File: src/rtl/iq_frame_packer_pkg.sv
// Shared types and helpers for the I/Q frame packer: state encoding, default
// framing bytes and small arithmetic helpers.
package iq_frame_packer_pkg;

  typedef enum logic [2:0] {
    ST_IDLE,
    ST_SOF,
    ST_ID,
    ST_SEQ,
    ST_LEN,
    ST_PAYLOAD,
    ST_CHK
  } state_t;

  localparam logic [7:0] DEF_SOF_BYTE = 8'hAA;
  localparam logic [7:0] DEF_FRAME_ID = 8'h01;

  function automatic int unsigned bytes_per_sample(input int unsigned width);
    return width / 8;
  endfunction

  // Population count of a channel mask (up to 8 channels)
  function automatic logic [3:0] popcount(input logic [7:0] m);
    logic [3:0] n;
    n = '0;
    for (int i = 0; i < 8; i++) begin
      n = n + 4'(m[i]);
    end
    return n;
  endfunction

endpackage

File: src/rtl/iq_frame_packer_edge_trigger.sv
// Registered rising-edge detector with enable; the pulse lands one clock after
// the input is first sampled high.
module iq_frame_packer_edge_trigger (
  input  logic clk,
  input  logic rst,
  input  logic en,
  input  logic sig,
  output logic pulse
);

  logic sig_q;

  always_ff @(posedge clk) begin
    if (rst) begin
      sig_q <= 1'b0;
      pulse <= 1'b0;
    end else begin
      sig_q <= sig;
      pulse <= sig & ~sig_q & en;
    end
  end

endmodule

File: src/rtl/iq_frame_packer.sv
// Snapshots N_CH I/Q pairs on each decimated-clock edge and serialises them as
// SOF, ID, SEQ, LEN, payload, CHK over a byte-wide valid/ready stream.
module iq_frame_packer
  import iq_frame_packer_pkg::*;
#(
  parameter int unsigned N_CH         = 2,
  parameter int unsigned SAMPLE_WIDTH = 16,
  parameter logic [7:0]  FRAME_ID     = DEF_FRAME_ID,
  parameter logic [7:0]  SOF_BYTE     = DEF_SOF_BYTE
) (
  input  logic                         i_clk,
  input  logic                         i_rst,
  input  logic                         i_en,
  input  logic                         i_dclk,
  input  logic [N_CH*2*SAMPLE_WIDTH-1:0] i_data,
  input  logic [N_CH-1:0]              i_ch_mask,
  input  logic                         i_ready,
  output logic [7:0]                   o_data,
  output logic                         o_valid,
  output logic                         o_busy,
  output logic [7:0]                   o_seq,
  output logic                         o_overrun
);

  localparam int unsigned BPS      = bytes_per_sample(SAMPLE_WIDTH);
  localparam int unsigned CH_BYTES = 2 * BPS;
  localparam int unsigned DW       = N_CH * 2 * SAMPLE_WIDTH;
  localparam int unsigned CH_W     = (N_CH > 1) ? $clog2(N_CH) : 1;
  localparam int unsigned SUB_W    = $clog2(CH_BYTES);

  state_t            state, state_next;
  logic [CH_W-1:0]   ch, ch_next;
  logic [SUB_W-1:0]  sub, sub_next;
  logic [7:0]        rem, rem_next;
  logic [7:0]        chk, chk_next;
  logic [7:0]        chk_acc;
  logic [7:0]        len;
  logic [7:0]        len_d;
  logic [7:0]        data_next;
  logic [DW-1:0]     data_q;
  logic [N_CH-1:0]   mask_q;
  logic [7:0]        seq_cnt;
  logic              trig;
  logic              capture;
  logic              adv;

  // Lowest enabled channel at or above start
  function automatic logic [CH_W-1:0] first_from(input logic [N_CH-1:0] m,
                                                 input int unsigned start);
    logic [CH_W-1:0] r;
    logic            found;
    r     = '0;
    found = 1'b0;
    for (int unsigned i = 0; i < N_CH; i++) begin
      if (!found && i >= start && m[i]) begin
        r     = CH_W'(i);
        found = 1'b1;
      end
    end
    return r;
  endfunction

  // Byte s (0 = MSB of I) of channel c; channel 0 sits in the MSBs
  function automatic logic [7:0] pick(input logic [DW-1:0] d,
                                      input logic [CH_W-1:0] c,
                                      input logic [SUB_W-1:0] s);
    int unsigned   k;
    logic [DW-1:0] sh;
    k  = (N_CH - 1 - 32'(c)) * CH_BYTES + (CH_BYTES - 1 - 32'(s));
    sh = d >> (8 * k);
    return sh[7:0];
  endfunction

  iq_frame_packer_edge_trigger u_trig (
    .clk   (i_clk),
    .rst   (i_rst),
    .en    (i_en),
    .sig   (i_dclk),
    .pulse (trig)
  );

  assign len_d = 8'(32'(popcount(8'(i_ch_mask))) * CH_BYTES);
  assign adv   = o_valid & i_ready;

  // Next-state, next-byte and running checksum
  always_comb begin
    state_next = state;
    ch_next    = ch;
    sub_next   = sub;
    rem_next   = rem;
    chk_next   = chk;
    data_next  = o_data;
    capture    = 1'b0;
    chk_acc    = chk ^ o_data;

    case (state)
      ST_IDLE: begin
        if (trig) begin
          capture    = 1'b1;
          chk_next   = '0;
          state_next = ST_SOF;
          data_next  = SOF_BYTE;
        end
      end
      ST_SOF: begin
        if (adv) begin
          state_next = ST_ID;
          data_next  = FRAME_ID;
        end
      end
      ST_ID: begin
        if (adv) begin
          chk_next   = chk_acc;
          state_next = ST_SEQ;
          data_next  = o_seq;
        end
      end
      ST_SEQ: begin
        if (adv) begin
          chk_next   = chk_acc;
          state_next = ST_LEN;
          data_next  = len;
        end
      end
      ST_LEN: begin
        if (adv) begin
          chk_next = chk_acc;
          if (len == 8'd0) begin
            state_next = ST_CHK;
            data_next  = chk_acc;
          end else begin
            state_next = ST_PAYLOAD;
            ch_next    = first_from(mask_q, 0);
            sub_next   = '0;
            rem_next   = len;
            data_next  = pick(data_q, first_from(mask_q, 0), '0);
          end
        end
      end
      ST_PAYLOAD: begin
        if (adv) begin
          chk_next = chk_acc;
          if (rem == 8'd1) begin
            state_next = ST_CHK;
            data_next  = chk_acc;
          end else begin
            rem_next = 8'(rem - 8'd1);
            if (32'(sub) == CH_BYTES - 1) begin
              ch_next  = first_from(mask_q, 32'(ch) + 1);
              sub_next = '0;
            end else begin
              sub_next = SUB_W'(sub + 1'b1);
            end
            data_next = pick(data_q, ch_next, sub_next);
          end
        end
      end
      ST_CHK: begin
        if (adv) begin
          state_next = ST_IDLE;
          data_next  = '0;
        end
      end
      default: state_next = ST_IDLE;
    endcase
  end

  // State, datapath and status registers
  always_ff @(posedge i_clk) begin
    if (i_rst) begin
      state     <= ST_IDLE;
      ch        <= '0;
      sub       <= '0;
      rem       <= '0;
      chk       <= '0;
      len       <= '0;
      data_q    <= '0;
      mask_q    <= '0;
      seq_cnt   <= '0;
      o_seq     <= '0;
      o_data    <= '0;
      o_valid   <= 1'b0;
      o_busy    <= 1'b0;
      o_overrun <= 1'b0;
    end else begin
      state   <= state_next;
      ch      <= ch_next;
      sub     <= sub_next;
      rem     <= rem_next;
      chk     <= chk_next;
      o_data  <= data_next;
      o_valid <= (state_next != ST_IDLE);
      o_busy  <= (state_next != ST_IDLE);
      if (capture) begin
        data_q <= i_data;
        mask_q <= i_ch_mask;
        len    <= len_d;
        o_seq  <= seq_cnt;
      end
      // Dropped triggers still consume a sequence number so gaps are visible
      if (trig) begin
        seq_cnt <= seq_cnt + 8'd1;
      end
      if (trig && state != ST_IDLE) begin
        o_overrun <= 1'b1;
      end
    end
  end

endmodule

File: config.mk
export PLATFORM = sky130hd
export DESIGN_NAME = iq_frame_packer
export DESIGN_NICKNAME = d
export VERILOG_FILES = /design/src/rtl/iq_frame_packer_pkg.sv /design/src/rtl/iq_frame_packer_edge_trigger.sv /design/src/rtl/iq_frame_packer.sv
export SDC_FILE = /design/constraint.sdc
export NUM_CORES = 1
export LEC_CHECK = 0
export BUFFER_PORTS_ARGS = -buffer_cell sky130_fd_sc_hd__buf_2
export CELL_PAD_IN_SITES_DETAIL_PLACEMENT = 0
export CELL_PAD_IN_SITES_GLOBAL_PLACEMENT = 1
export CORE_UTILIZATION = 25
export DETAILED_ROUTE_END_ITERATION = 12
export PLACE_DENSITY_LB_ADDON = 0.1
export SYNTH_ARGS = -nofsm -noshare
export SYNTH_HDL_FRONTEND = slang
export SYNTH_SLANG_ARGS = --single-unit
File: constraint.sdc
create_clock -name i_clk -period 4.35 [get_ports i_clk]
set_clock_uncertainty 0.05 [all_clocks]
set_input_delay 0.435 -clock i_clk [delete_from_list [all_inputs] [get_ports i_clk]]
set_output_delay 0.435 -clock i_clk [all_outputs]
set_load 0.05 [all_outputs]
==> results.cfg <==
[setup_path]
crit_path_start_kind = register
critical_path_class = reg -> reg
slowest_delay_ps = 710
crit_path_top_delay_cell = sky130_fd_sc_hd__dfxtp_1
crit_path_max_fanout = 16
reg2reg_to = chk[6]$_SDFFE_PP0P_
r2r-start = state[2]$_SDFF_PP0_
crit_path_end_kind = register
critical-path-top-cell-by-count = sky130_fd_sc_hd__inv_1
cp_cell_sequence = inv_1 > ha_1 > inv_1 > o22ai_1 > nor2_1 > nand3b_1 > a21oi_1
reg2reg_slack_ps = 1540
critical_path_arrival_ps = 3020
worst-r2r-cell-count = 7
data_required_time_at_the_worst_endpoint_ps = 4560

[cells_and_area]
final_util = 0.318
layout_commonest_cell = sky130_fd_sc_hd__nand2_1
antenna_cells = 0
post_route_cells_drive_above_1_share = 0.224
nets = 793
most-common-layout-cells = 171 x sky130_fd_sc_hd__nand2_1, 118 x sky130_fd_sc_hd__dfxtp_1, 97 x sky130_fd_sc_hd__a21oi_1, 88 x sky130_fd_sc_hd__buf_2, 46 x sky130_fd_sc_hd__nor2_1
layout-area-overhead-vs-synth_pct = 23.0

[clock_network]
h-tree-depth = 4
tritoncts.num_buffers = 17
post_cts_resized = 0
path_clk_slew_ps = 60
cts.sinks = 118
cts_hold_buffers = 0
cts_max_path_bufs = 2
clk-insertion-delay-late_ps = 420
post-cts-setup-buffer-count = 0
cts_tree = built
cts-root-buf = sky130_fd_sc_hd__clkbuf_16

[detailed_routing]
drt-pass1-iter-count = 7
totalWireLength_um = 16700
drt-vias-per-instance = 4.76
number_of_drc_markers_after_the_initial_detailed_route_iteration = 194
via_count = 4774
drc = 0
drt-wirelength-per-cell_um = 16.7
antenna_violating_nets_post_route = 0

[sta]
slew-limit-headroom = 0.406
hold_viol = 0
timing.final.crit_share = 0.645
fmaxAchievable_mhz = 356
tightest_slew_ps = 890
final_min_period_ps = 2810
report.final.slew_viol_count = 0
setup_viol = 0
grt_setup_unrepaired = no
setup_total_negative_slack_ps = 0

[yosys]
syn-instance-count = 649
yosys_most_used_dff = sky130_fd_sc_hd__dfxtp_1
post_synth_main_area_contributors = sky130_fd_sc_hd__dfxtp_1 43%, sky130_fd_sc_hd__nand2_1 12%, sky130_fd_sc_hd__a21oi_1 8.8%, sky130_fd_sc_hd__mux4_2 6.5%, sky130_fd_sc_hd__nor2_1 3.1%
yosys_warnings = 0
mappedNetlistArea_mm2 = 0.00551
number_of_flops_mapped_to_enable_cells_by_yosys = 0
postSynthNetCount = 727
asyncSetResetFlopFracSynth = 0
synth_seq_cells = 118
ys_types = 54
synth.yosys.seq_area_share = 0.429
synth_top_area_cell = sky130_fd_sc_hd__dfxtp_1
syn_area_per_cell_um2 = 8.49
yosysTopAreaCellShare = 0.429

[power_and_ir_drop]
clkPwrFrac = 0.549
power_density_mw_per_mm2 = 415
combPwrFrac = 0.051
cellLeakagePower_nw = 2.52
design_power_total_mw = 2.81
internal_power_mw = 2.16
power.share.switching = 0.234
max_vdd_drop_v = 0.000194
seq_power_share = 0.400
p_switching_mw = 0.657

[global_route]
grt_first_pass_wirelength_um = 26400
top_usage_layer = met2
via_count_of_the_first_global_routing_pass = 4797
gr_met1_demand_resource = 0.207
grt_antenna_before_repair = 0
use_met3 = 0.0348
pin_count_of_the_biggest_net_entering_global_routing = 77
grt.total_usage = 0.156
grt.met2_usage = 0.252
globalRoute.totalOverflow = 0

[floorplan]
core_mm2 = 0.0213
die_w_um = 150
die_y_um = 150
fp.dieArea_mm2 = 0.0226
num_rows = 53
num_io_pins = 90
initial_utilization = 0.259

[worst_hold_path]
worst_hold_path.endpoint = data_q[16]$_SDFFE_PP0P_
min_delay_path_depth = 3
worstHoldStart = i_data[16]
timing.hold.worst.class = in -> reg

[placement]
dp.final_hpwl_um = 11700
portBuffers = 89
globalplace.congestion = 0.732

[status]
outcome = complete, no violations

[flow_run]
timing.max_cap.violations = 0
==> metrics by stage <==
stage          instances  instance area [um^2]  setup slack, ps  hold slack [ps]
3_3_place_gp         971                  6130             1700              393
4_1_cts             1003                  6780             1540              177
2_1_floorplan        649                  5510             2310              381
5_1_grt             1003                  6780             1290              193
3_5_place_dp         971                  6130             1570              396
6_report            1003                  6780             1540              192
==> cell type report <==
type / instances / area (um^2)
Clock inverter: 13 / 191
Fill cell: 2268 / 14500
Tap cell: 275 / 344
Multi-Input combinational cell: 476 / 2910
Sequential cell: 118 / 2360
Inverter: 9 / 33.8
Timing Repair Buffer: 93 / 478
Clock buffer: 19 / 453
==> power groups by stage <==
stage | Combinational, mW | Clock [mW] | Sequential, mW
after floorplan | 0.0822 | 0 | 1.15
after global placement | 0.146 | 0 | 1.15
after detailed placement | 0.146 | 0 | 1.15
after CTS | 0.147 | 1.58 | 1.13
after global routing | 0.161 | 1.63 | 1.13
final | 0.144 | 1.55 | 1.13
==> worst max-delay path by stage <==
stage | startpoint | endpoint | slack (ps) | cells past startpoint
2_1_floorplan | o_busy$_SDFF_PP0_ | o_data[1]$_SDFFE_PP0P_ | 2310 | 6
3_3_place_gp | state[2]$_SDFF_PP0_ | chk[6]$_SDFFE_PP0P_ | 1700 | 7
3_5_place_dp | state[2]$_SDFF_PP0_ | chk[0]$_SDFFE_PP0P_ | 1570 | 7
4_1_cts | state[2]$_SDFF_PP0_ | chk[6]$_SDFFE_PP0P_ | 1540 | 7
5_1_grt | state[2]$_SDFF_PP0_ | chk[3]$_SDFFE_PP0P_ | 1290 | 7
6_report | state[2]$_SDFF_PP0_ | chk[6]$_SDFFE_PP0P_ | 1540 | 7
==> logic make-up (layout without fill, tap and decap cells) <==
family	after synthesis	after routing	synth area share
DFF	118	118	0.429
muxes	38	38	0.108
AOI/OAI and AO/OA	151	151	0.163
adders and majority gates	7	7	0.0159
and+or+nand+nor	263	263	0.214
buffers and inverters	55	134	0.0429
xor gates and xnor gates	17	17	0.0270
==> critical path: cells and delay by family, from the launching register on <==
kind | cells | cell delay, ps
flops | 1 | 710
simple gates | 2 | 380
fa+ha+maj | 1 | 380
compound gates | 2 | 680
buf+inv | 2 | 450
==> cells in the mapped netlist (5+ instances only) <==
master	n
sky130_fd_sc_hd__a21oi_1	97
sky130_fd_sc_hd__a221oi_1	11
sky130_fd_sc_hd__buf_1	5
sky130_fd_sc_hd__buf_2	6
sky130_fd_sc_hd__clkbuf_1	30
sky130_fd_sc_hd__dfxtp_1	118
sky130_fd_sc_hd__ha_1	7
sky130_fd_sc_hd__inv_1	9
sky130_fd_sc_hd__mux2_2	8
sky130_fd_sc_hd__mux2i_1	13
sky130_fd_sc_hd__mux4_2	16
sky130_fd_sc_hd__nand2_1	171
sky130_fd_sc_hd__nand3b_1	9
sky130_fd_sc_hd__nor2_1	46
sky130_fd_sc_hd__o21ai_0	17
sky130_fd_sc_hd__xor2_1	13
==> registers in the layout, indices dropped and copies added (netlist names) <==
register and count:
ch 1, chk 8, data_q 64, len 2, mask_q 2, o_busy 1
o_data 8, o_overrun 1, o_seq 8, rem 8, seq_cnt 8, state 3
sub 2, u_trig.pulse 1, u_trig.sig_q 1
==> per-layer routing <==
| metal | wire, um | share of wire |
|---|---|---|
| met5 | 0 | 0 |
| met4 | 176 | 0.011 |
| met3 | 692 | 0.041 |
| met2 | 7970 | 0.48 |
| met1 | 7880 | 0.47 |
(Power assumes the default switching activity.)
